[src/rtl/jcs_io_pkg.sv]
// Shared IO-port definitions for jcscpu peripherals.
// Command codes are the {io_da, io_io} pair sampled on an IO set strobe.
package jcs_io_pkg;

    localparam logic [1:0] ADDR_OUT = 2'b11;
    localparam logic [1:0] DATA_OUT = 2'b01;
    localparam logic [1:0] DATA_IN  = 2'b00;

    localparam logic [7:0] TTY_ADDR_DEF = 8'h00;

    typedef enum logic [1:0] {
        IDLE,
        START,
        DATA,
        STOP
    } tx_state_t;

endpackage

[src/rtl/jfifo_sync.sv]
// Single-clock FIFO with occupancy count.
// A pop on an empty FIFO is ignored; a push when full only lands if a pop frees a slot.
module jfifo_sync #(
    parameter int WIDTH = 8,
    parameter int DEPTH = 8
) (
    input  logic                       clk,
    input  logic                       rst_n,
    input  logic                       push,
    input  logic                       pop,
    input  logic [WIDTH-1:0]           din,
    output logic [WIDTH-1:0]           dout,
    output logic                       full,
    output logic                       empty,
    output logic [$clog2(DEPTH+1)-1:0] count
);

    localparam int AW = $clog2(DEPTH);
    localparam int CW = $clog2(DEPTH+1);

    logic [WIDTH-1:0] mem_q [DEPTH];
    logic [AW-1:0]    wr_q, wr_d;
    logic [AW-1:0]    rd_q, rd_d;
    logic [CW-1:0]    count_q, count_d;
    logic             do_push;
    logic             do_pop;

    assign full  = (count_q == CW'(DEPTH));
    assign empty = (count_q == '0);
    assign count = count_q;
    assign dout  = mem_q[rd_q];

    always_comb begin
        do_push = push && (!full || pop);
        do_pop  = pop && !empty;
        wr_d    = wr_q + AW'(do_push);
        rd_d    = rd_q + AW'(do_pop);
        count_d = count_q;
        unique case ({do_push, do_pop})
            2'b10:   count_d = count_q + CW'(1);
            2'b01:   count_d = count_q - CW'(1);
            default: count_d = count_q;
        endcase
    end

    always_ff @(posedge clk or negedge rst_n) begin
        if (!rst_n) begin
            wr_q    <= '0;
            rd_q    <= '0;
            count_q <= '0;
        end else begin
            wr_q    <= wr_d;
            rd_q    <= rd_d;
            count_q <= count_d;
        end
    end

    always_ff @(posedge clk) begin
        if (do_push) begin
            mem_q[wr_q] <= din;
        end
    end

endmodule

[src/rtl/jcs_tty_uart.sv]
// TTY device on the jcscpu IO port: decodes select/data commands,
// queues bytes and sends them as 8N1 UART, with a readable status byte.
module jcs_tty_uart
    import jcs_io_pkg::*;
#(
    parameter int         CLKS_PER_BIT = 868,
    parameter int         FIFO_DEPTH   = 8,
    parameter logic [7:0] TTY_ADDR     = TTY_ADDR_DEF
) (
    input  logic       CLK,
    input  logic       RESETN,
    input  logic [7:0] bus_in,
    input  logic       io_s,
    input  logic       io_e,
    input  logic       io_da,
    input  logic       io_io,
    output logic [7:0] bus_out,
    output logic [7:0] last_char,
    output logic       TX,
    output logic       fifo_full,
    output logic       fifo_empty,
    output logic       overflow
);

    localparam int BW = (CLKS_PER_BIT > 1) ? $clog2(CLKS_PER_BIT) : 1;
    localparam int CW = $clog2(FIFO_DEPTH+1);

    logic [2:0]    s_sync_q, s_sync_d;
    logic [2:0]    e_sync_q, e_sync_d;
    logic [7:0]    dev_sel_q, dev_sel_d;
    logic [7:0]    last_char_q, last_char_d;
    logic          overflow_q, overflow_d;
    logic          rd_seen_q, rd_seen_d;
    tx_state_t     state_q, state_d;
    logic [BW-1:0] baud_q, baud_d;
    logic [2:0]    bit_q, bit_d;
    logic [7:0]    shift_q, shift_d;
    logic          tx_q, tx_d;

    logic          set_p;
    logic          e_fall;
    logic [1:0]    cmd;
    logic          sel_hit;
    logic          wr_tty;
    logic          rd_en;
    logic          push;
    logic          pop;
    logic          drop;
    logic          busy;
    logic          baud_last;
    logic [7:0]    fifo_dout;
    logic          fifo_full_w;
    logic          fifo_empty_w;
    logic [CW-1:0] fifo_count;

    jfifo_sync #(
        .WIDTH (8),
        .DEPTH (FIFO_DEPTH)
    ) u_fifo (
        .clk   (CLK),
        .rst_n (RESETN),
        .push  (push),
        .pop   (pop),
        .din   (bus_in),
        .dout  (fifo_dout),
        .full  (fifo_full_w),
        .empty (fifo_empty_w),
        .count (fifo_count)
    );

    assign cmd     = {io_da, io_io};
    assign sel_hit = (dev_sel_q == TTY_ADDR);
    assign set_p   = s_sync_q[1] && !s_sync_q[2];
    assign e_fall  = e_sync_q[2] && !e_sync_q[1];
    assign wr_tty  = set_p && (cmd == DATA_OUT) && sel_hit;
    assign rd_en   = io_e && (cmd == DATA_IN) && sel_hit;
    assign busy    = (state_q != IDLE);

    assign bus_out    = rd_en ? {fifo_full_w, fifo_empty_w, overflow_q, busy, 4'b0}
                              : 8'h00;
    assign last_char  = last_char_q;
    assign TX         = tx_q;
    assign fifo_full  = fifo_full_w;
    assign fifo_empty = (fifo_count == '0);
    assign overflow   = overflow_q;

    always_comb begin
        s_sync_d    = {s_sync_q[1:0], io_s};
        e_sync_d    = {e_sync_q[1:0], io_e};
        dev_sel_d   = dev_sel_q;
        last_char_d = last_char_q;
        overflow_d  = overflow_q;
        rd_seen_d   = rd_seen_q;
        push        = wr_tty && (!fifo_full_w || pop);
        drop        = wr_tty && fifo_full_w && !pop;
        if (set_p && (cmd == ADDR_OUT)) begin
            dev_sel_d = bus_in;
        end
        if (push) begin
            last_char_d = bus_in;
        end
        if (rd_en) begin
            rd_seen_d = 1'b1;
        end else if (e_fall) begin
            rd_seen_d = 1'b0;
        end
        // A fresh drop wins over a status-read clear in the same cycle.
        if (drop) begin
            overflow_d = 1'b1;
        end else if (e_fall && rd_seen_q) begin
            overflow_d = 1'b0;
        end
    end

    assign baud_last = (baud_q == BW'(CLKS_PER_BIT - 1));

    always_comb begin
        state_d = state_q;
        baud_d  = baud_q;
        bit_d   = bit_q;
        shift_d = shift_q;
        pop     = 1'b0;
        unique case (state_q)
            IDLE: begin
                if (!fifo_empty_w) begin
                    pop     = 1'b1;
                    shift_d = fifo_dout;
                    baud_d  = '0;
                    bit_d   = '0;
                    state_d = START;
                end
            end
            START: begin
                if (baud_last) begin
                    baud_d  = '0;
                    state_d = DATA;
                end else begin
                    baud_d = baud_q + BW'(1);
                end
            end
            DATA: begin
                if (baud_last) begin
                    baud_d  = '0;
                    shift_d = shift_q >> 1;
                    bit_d   = bit_q + 3'd1;
                    if (bit_q == 3'd7) begin
                        state_d = STOP;
                    end
                end else begin
                    baud_d = baud_q + BW'(1);
                end
            end
            STOP: begin
                if (baud_last) begin
                    baud_d  = '0;
                    state_d = IDLE;
                end else begin
                    baud_d = baud_q + BW'(1);
                end
            end
            default: state_d = IDLE;
        endcase
        // TX is registered from the next state so the line is glitch-free.
        unique case (state_d)
            START:   tx_d = 1'b0;
            DATA:    tx_d = shift_d[0];
            default: tx_d = 1'b1;
        endcase
    end

    always_ff @(posedge CLK or negedge RESETN) begin
        if (!RESETN) begin
            s_sync_q    <= '0;
            e_sync_q    <= '0;
            dev_sel_q   <= 8'hFF;
            last_char_q <= '0;
            overflow_q  <= 1'b0;
            rd_seen_q   <= 1'b0;
            state_q     <= IDLE;
            baud_q      <= '0;
            bit_q       <= '0;
            shift_q     <= '0;
            tx_q        <= 1'b1;
        end else begin
            s_sync_q    <= s_sync_d;
            e_sync_q    <= e_sync_d;
            dev_sel_q   <= dev_sel_d;
            last_char_q <= last_char_d;
            overflow_q  <= overflow_d;
            rd_seen_q   <= rd_seen_d;
            state_q     <= state_d;
            baud_q      <= baud_d;
            bit_q       <= bit_d;
            shift_q     <= shift_d;
            tx_q        <= tx_d;
        end
    end

endmodule

[config.mk]
export PLATFORM = sky130hd
export DESIGN_NAME = jcs_tty_uart
export DESIGN_NICKNAME = d
export VERILOG_FILES = /design/src/rtl/jcs_io_pkg.sv /design/src/rtl/jfifo_sync.sv /design/src/rtl/jcs_tty_uart.sv
export SDC_FILE = /design/constraint.sdc
export NUM_CORES = 1
export LEC_CHECK = 0
export ABC_CLOCK_PERIOD_IN_PS = 7400
export BUFFER_PORTS_ARGS = -buffer_cell sky130_fd_sc_hd__buf_2
export CAP_MARGIN = 15
export CORE_ASPECT_RATIO = 1.75
export CORE_MARGIN = 4
export CORE_UTILIZATION = 50
export CTS_CLUSTER_DIAMETER = 100
export DETAILED_ROUTE_END_ITERATION = 16
export GPL_ROUTABILITY_DRIVEN = 0
export PLACE_DENSITY = 0.74
export SKIP_CTS_REPAIR_TIMING = 1
export SLEW_MARGIN = 20
export SYNTH_ARGS = -nofsm -noshare
export SYNTH_HDL_FRONTEND = slang
export SYNTH_SLANG_ARGS = --single-unit
export TNS_END_PERCENT = 30
[constraint.sdc]
create_clock -name CLK -period 7.4 [get_ports CLK]
set_input_delay 0.37 -clock CLK [delete_from_list [all_inputs] [get_ports CLK]]
set_output_delay 0.37 -clock CLK [all_outputs]
set_load 0.02 [all_outputs]
==> out/summary.txt <==
post-route setup TNS: 0 ns
Mapped Area: 0.00520 mm2
wire per inst: 19.0 um
Worst VDD drop: 0.262 mV
Design Area, Final: 0.00608 mm2
first-pass GRT wire length: 16600 um
Setup crit start kind: flop
Worst-Skew Late Latency: 0.41 ns
Final Critical Period: 2.83 ns
Least-Margin Pin Slew: 0.786 ns
Yosys reg bits: 122
Die ar.: 0.0122 mm2
RSZ-0062 raised after global routing: no
Setup Crit Path Kind: flop to flop
# rows: 49
Residual DRC: 0
Core Area: 0.0102 mm2
post-synthesis sequential area ratio: 0.651
via count: 3050
Die Wd: 85.1 um
period utilization: 0.382
Avg Cell Area, Syn: 15.0 um2
Final Max Tran Viols: 0
IO Port Bufs: 29
met2 WL: 5720 um
Overall Global Routing Usage: 0.184
CTS tree: yes
Die Height: 143 um
vias in the first global route: 3306
synth unique cells: 57
Post-DP Area: 0.00549 mm2
Max Clock Freq: 354 MHz
Syn Inst Count: 346
crit path max fanout: 11
Hold Vio Cnt, Final: 0
status: complete, no violations
Synth async-reset ratio: 0.475
slew margin rel.: 0.472
CTS Sinks: 122
Worst EP required: 7.69 ns
dpl ws: 4.58 ns
hold crit path type: primary input to flop
wl on met1: 3740 um
Starting DRT DRC Count: 131
met3 wire length: 386 um
ANT nets after route: 0
number of enable flip-flop cells after synthesis: 64
fillers: 760
setup ws final: 4.57 ns
Reg clk slew, reported paths: 0.06 ns
Post-DP HPWL: 6780 um
Synth area leader: edfxtp_1
largest net degree at the start of global routing: 59
Tot Pwr: 0.00201 W
Area Overhead vs Synth: 16.9%
Multi-input gate area: 0.00170 mm2
Final Skew: 0.00715 ns
share of cells above drive strength 1: 0.304
antenna violations before repair: 0
highest routed layer: met4
mean number of vias per cell: 5.74
drt pass-1 iters: 4
synth top area cells: edfxtp_1 37%, dfrtp_1 24%, mux2_2 5.6%
Sequential cell area: 0.00338 mm2
Leak Pwr: 2.44 nW
initial core utilization: 0.508
Post-synth top flop: edfxtp_1
WHS: 0.0671 ns
crit end category: flop
CTS H-tree depth: 4
CTS root buf: clkbuf_16
Max clock buf depth: 2
post-synth top area share: 0.369
max_cap viols: 0
Cell Pwr Density: 331 mW/mm2
Post-Route WL: 10100 um
Ys Warns: 0
n_diodes: 0
Num CTS Buffers: 17
total gr overflow: 0
Final #Nets: 415
# IOs: 34
critical path data arrival time: 3.11 ns
setup violators final: 0
## cell usage in the layout, fill, tap and decap left out, drive strengths merged, types with 2 or more instances in the layout
master	count
edfxtp	64
dfrtp	49
buf	37
mux2	26
clkbuf	23
nor2	19
nand2	16
inv	13
mux4	12
o21ai	11
nor4	11
a211oi	10
ha	10
dfstp	9
mux2i	7
nor3	6
xor2	6
a221o	6
a21oi	6
a31oi	5
nor2b	5
conb	4
clkinv	4
xnor2	3
nand2b	3
a22o	3
clkinvlp	3
nand4	3
nand4bb	2
and2	2
and4	2
and3	2
o32ai	2
## path summary, 6_finish.rpt
| kind | cells past startpoint | startpoint | slack [ns] | endpoint |
|---|---|---|---|---|
| setup reg to reg | 10 | u_fifo.count[2] | 4.57 | u_fifo.count[2] |
| max in group asynchronous | 2 | RESETN | 6.83 | last_char[1] |
| hold reg to reg | 0 | s_sync_q[0] | 0.35 | s_sync_q[1] |
| min in group asynchronous | 2 | RESETN | 0.10 | baud_q[5] |
| setup / recovery | 10 | u_fifo.count[2] | 4.57 | u_fifo.count[2] |
| hold / removal | 1 | io_s | 0.07 | s_sync_q[0] |
## worst max-delay path, stage by stage (launching register included)
cell,delay [ns]
dfrtp_1,0.43
or4_1,0.63
nand2_1,0.31
inv_1,0.16
ha_1,0.28
xor2_1,0.17
ha_1,0.19
a21oi_1,0.15
xor2_1,0.16
nor2_1,0.07
xor2_1,0.15
## per-stage QoR
stage,instances,util
after floorplan,349,-
after global placement,499,0.536
after detailed placement,499,0.536
after CTS,531,0.594
after global routing,531,0.594
final,531,0.594
## sequential cells by signal, summed over array words and instances, names as in the netlist, 4 cells and up
signal / count
baud_q: 10
shift_q: 8
u_fifo.count: 4
dev_sel_q: 8
u_fifo.mem_q: 64
last_char: 8
## cell usage after synthesis, types with 3 or more instances
cell type / instances
a21oi_1: 5
dfrtp_1: 49
dfstp_2: 9
a211oi_1: 10
buf_2: 4
nor2b_1: 5
a31oi_1: 5
edfxtp_1: 64
nor3_1: 6
a221o_1: 6
ha_1: 10
inv_1: 12
mux4_2: 12
mux2i_1: 7
o21ai_0: 11
clkbuf_1: 3
nor2_1: 18
nand2_1: 16
xor2_1: 6
xnor2_1: 3
nand2b_1: 3
mux2_2: 26
nor4_1: 10
buf_4: 5
a22o_1: 3
## cell type report
| class | count | share of cell area |
|---|---|---|
| multi-input cells | 201 | 0.280 |
| inverters | 12 | 0.00741 |
| flip-flops and latches | 122 | 0.557 |
| clock buffers | 23 | 0.0821 |
| clock inverters | 9 | 0.0142 |
| well taps | 127 | 0.0261 |
| repair buffers | 37 | 0.0338 |
## cell families after synthesis
logic type                 synth area share
adders and majority gates            0.0241
xor gates and xnor gates             0.0152
and+or+nand+nor                      0.0900
other                              0.000721
buffers and inverters                0.0248
DFF                                   0.651
AOI/OAI and AO/OA                    0.0729
muxes                                 0.122
## per-layer routing
layer,up-vias,track usage
li1,1417,-
met1,1547,0.189
met2,70,0.334
met3,16,0.0577
met4,0,0.0859
met5,-,0
## power by group
group / internal [W] / leakage, nW / switching, W
clock network: 0.000508 / 0.281 / 0.000289
registers: 0.000800 / 1.30 / 0.0000857
logic: 0.000165 / 0.864 / 0.000165
total: 0.00147 / 2.44 / 0.000539
(Power assumes the default switching activity.)
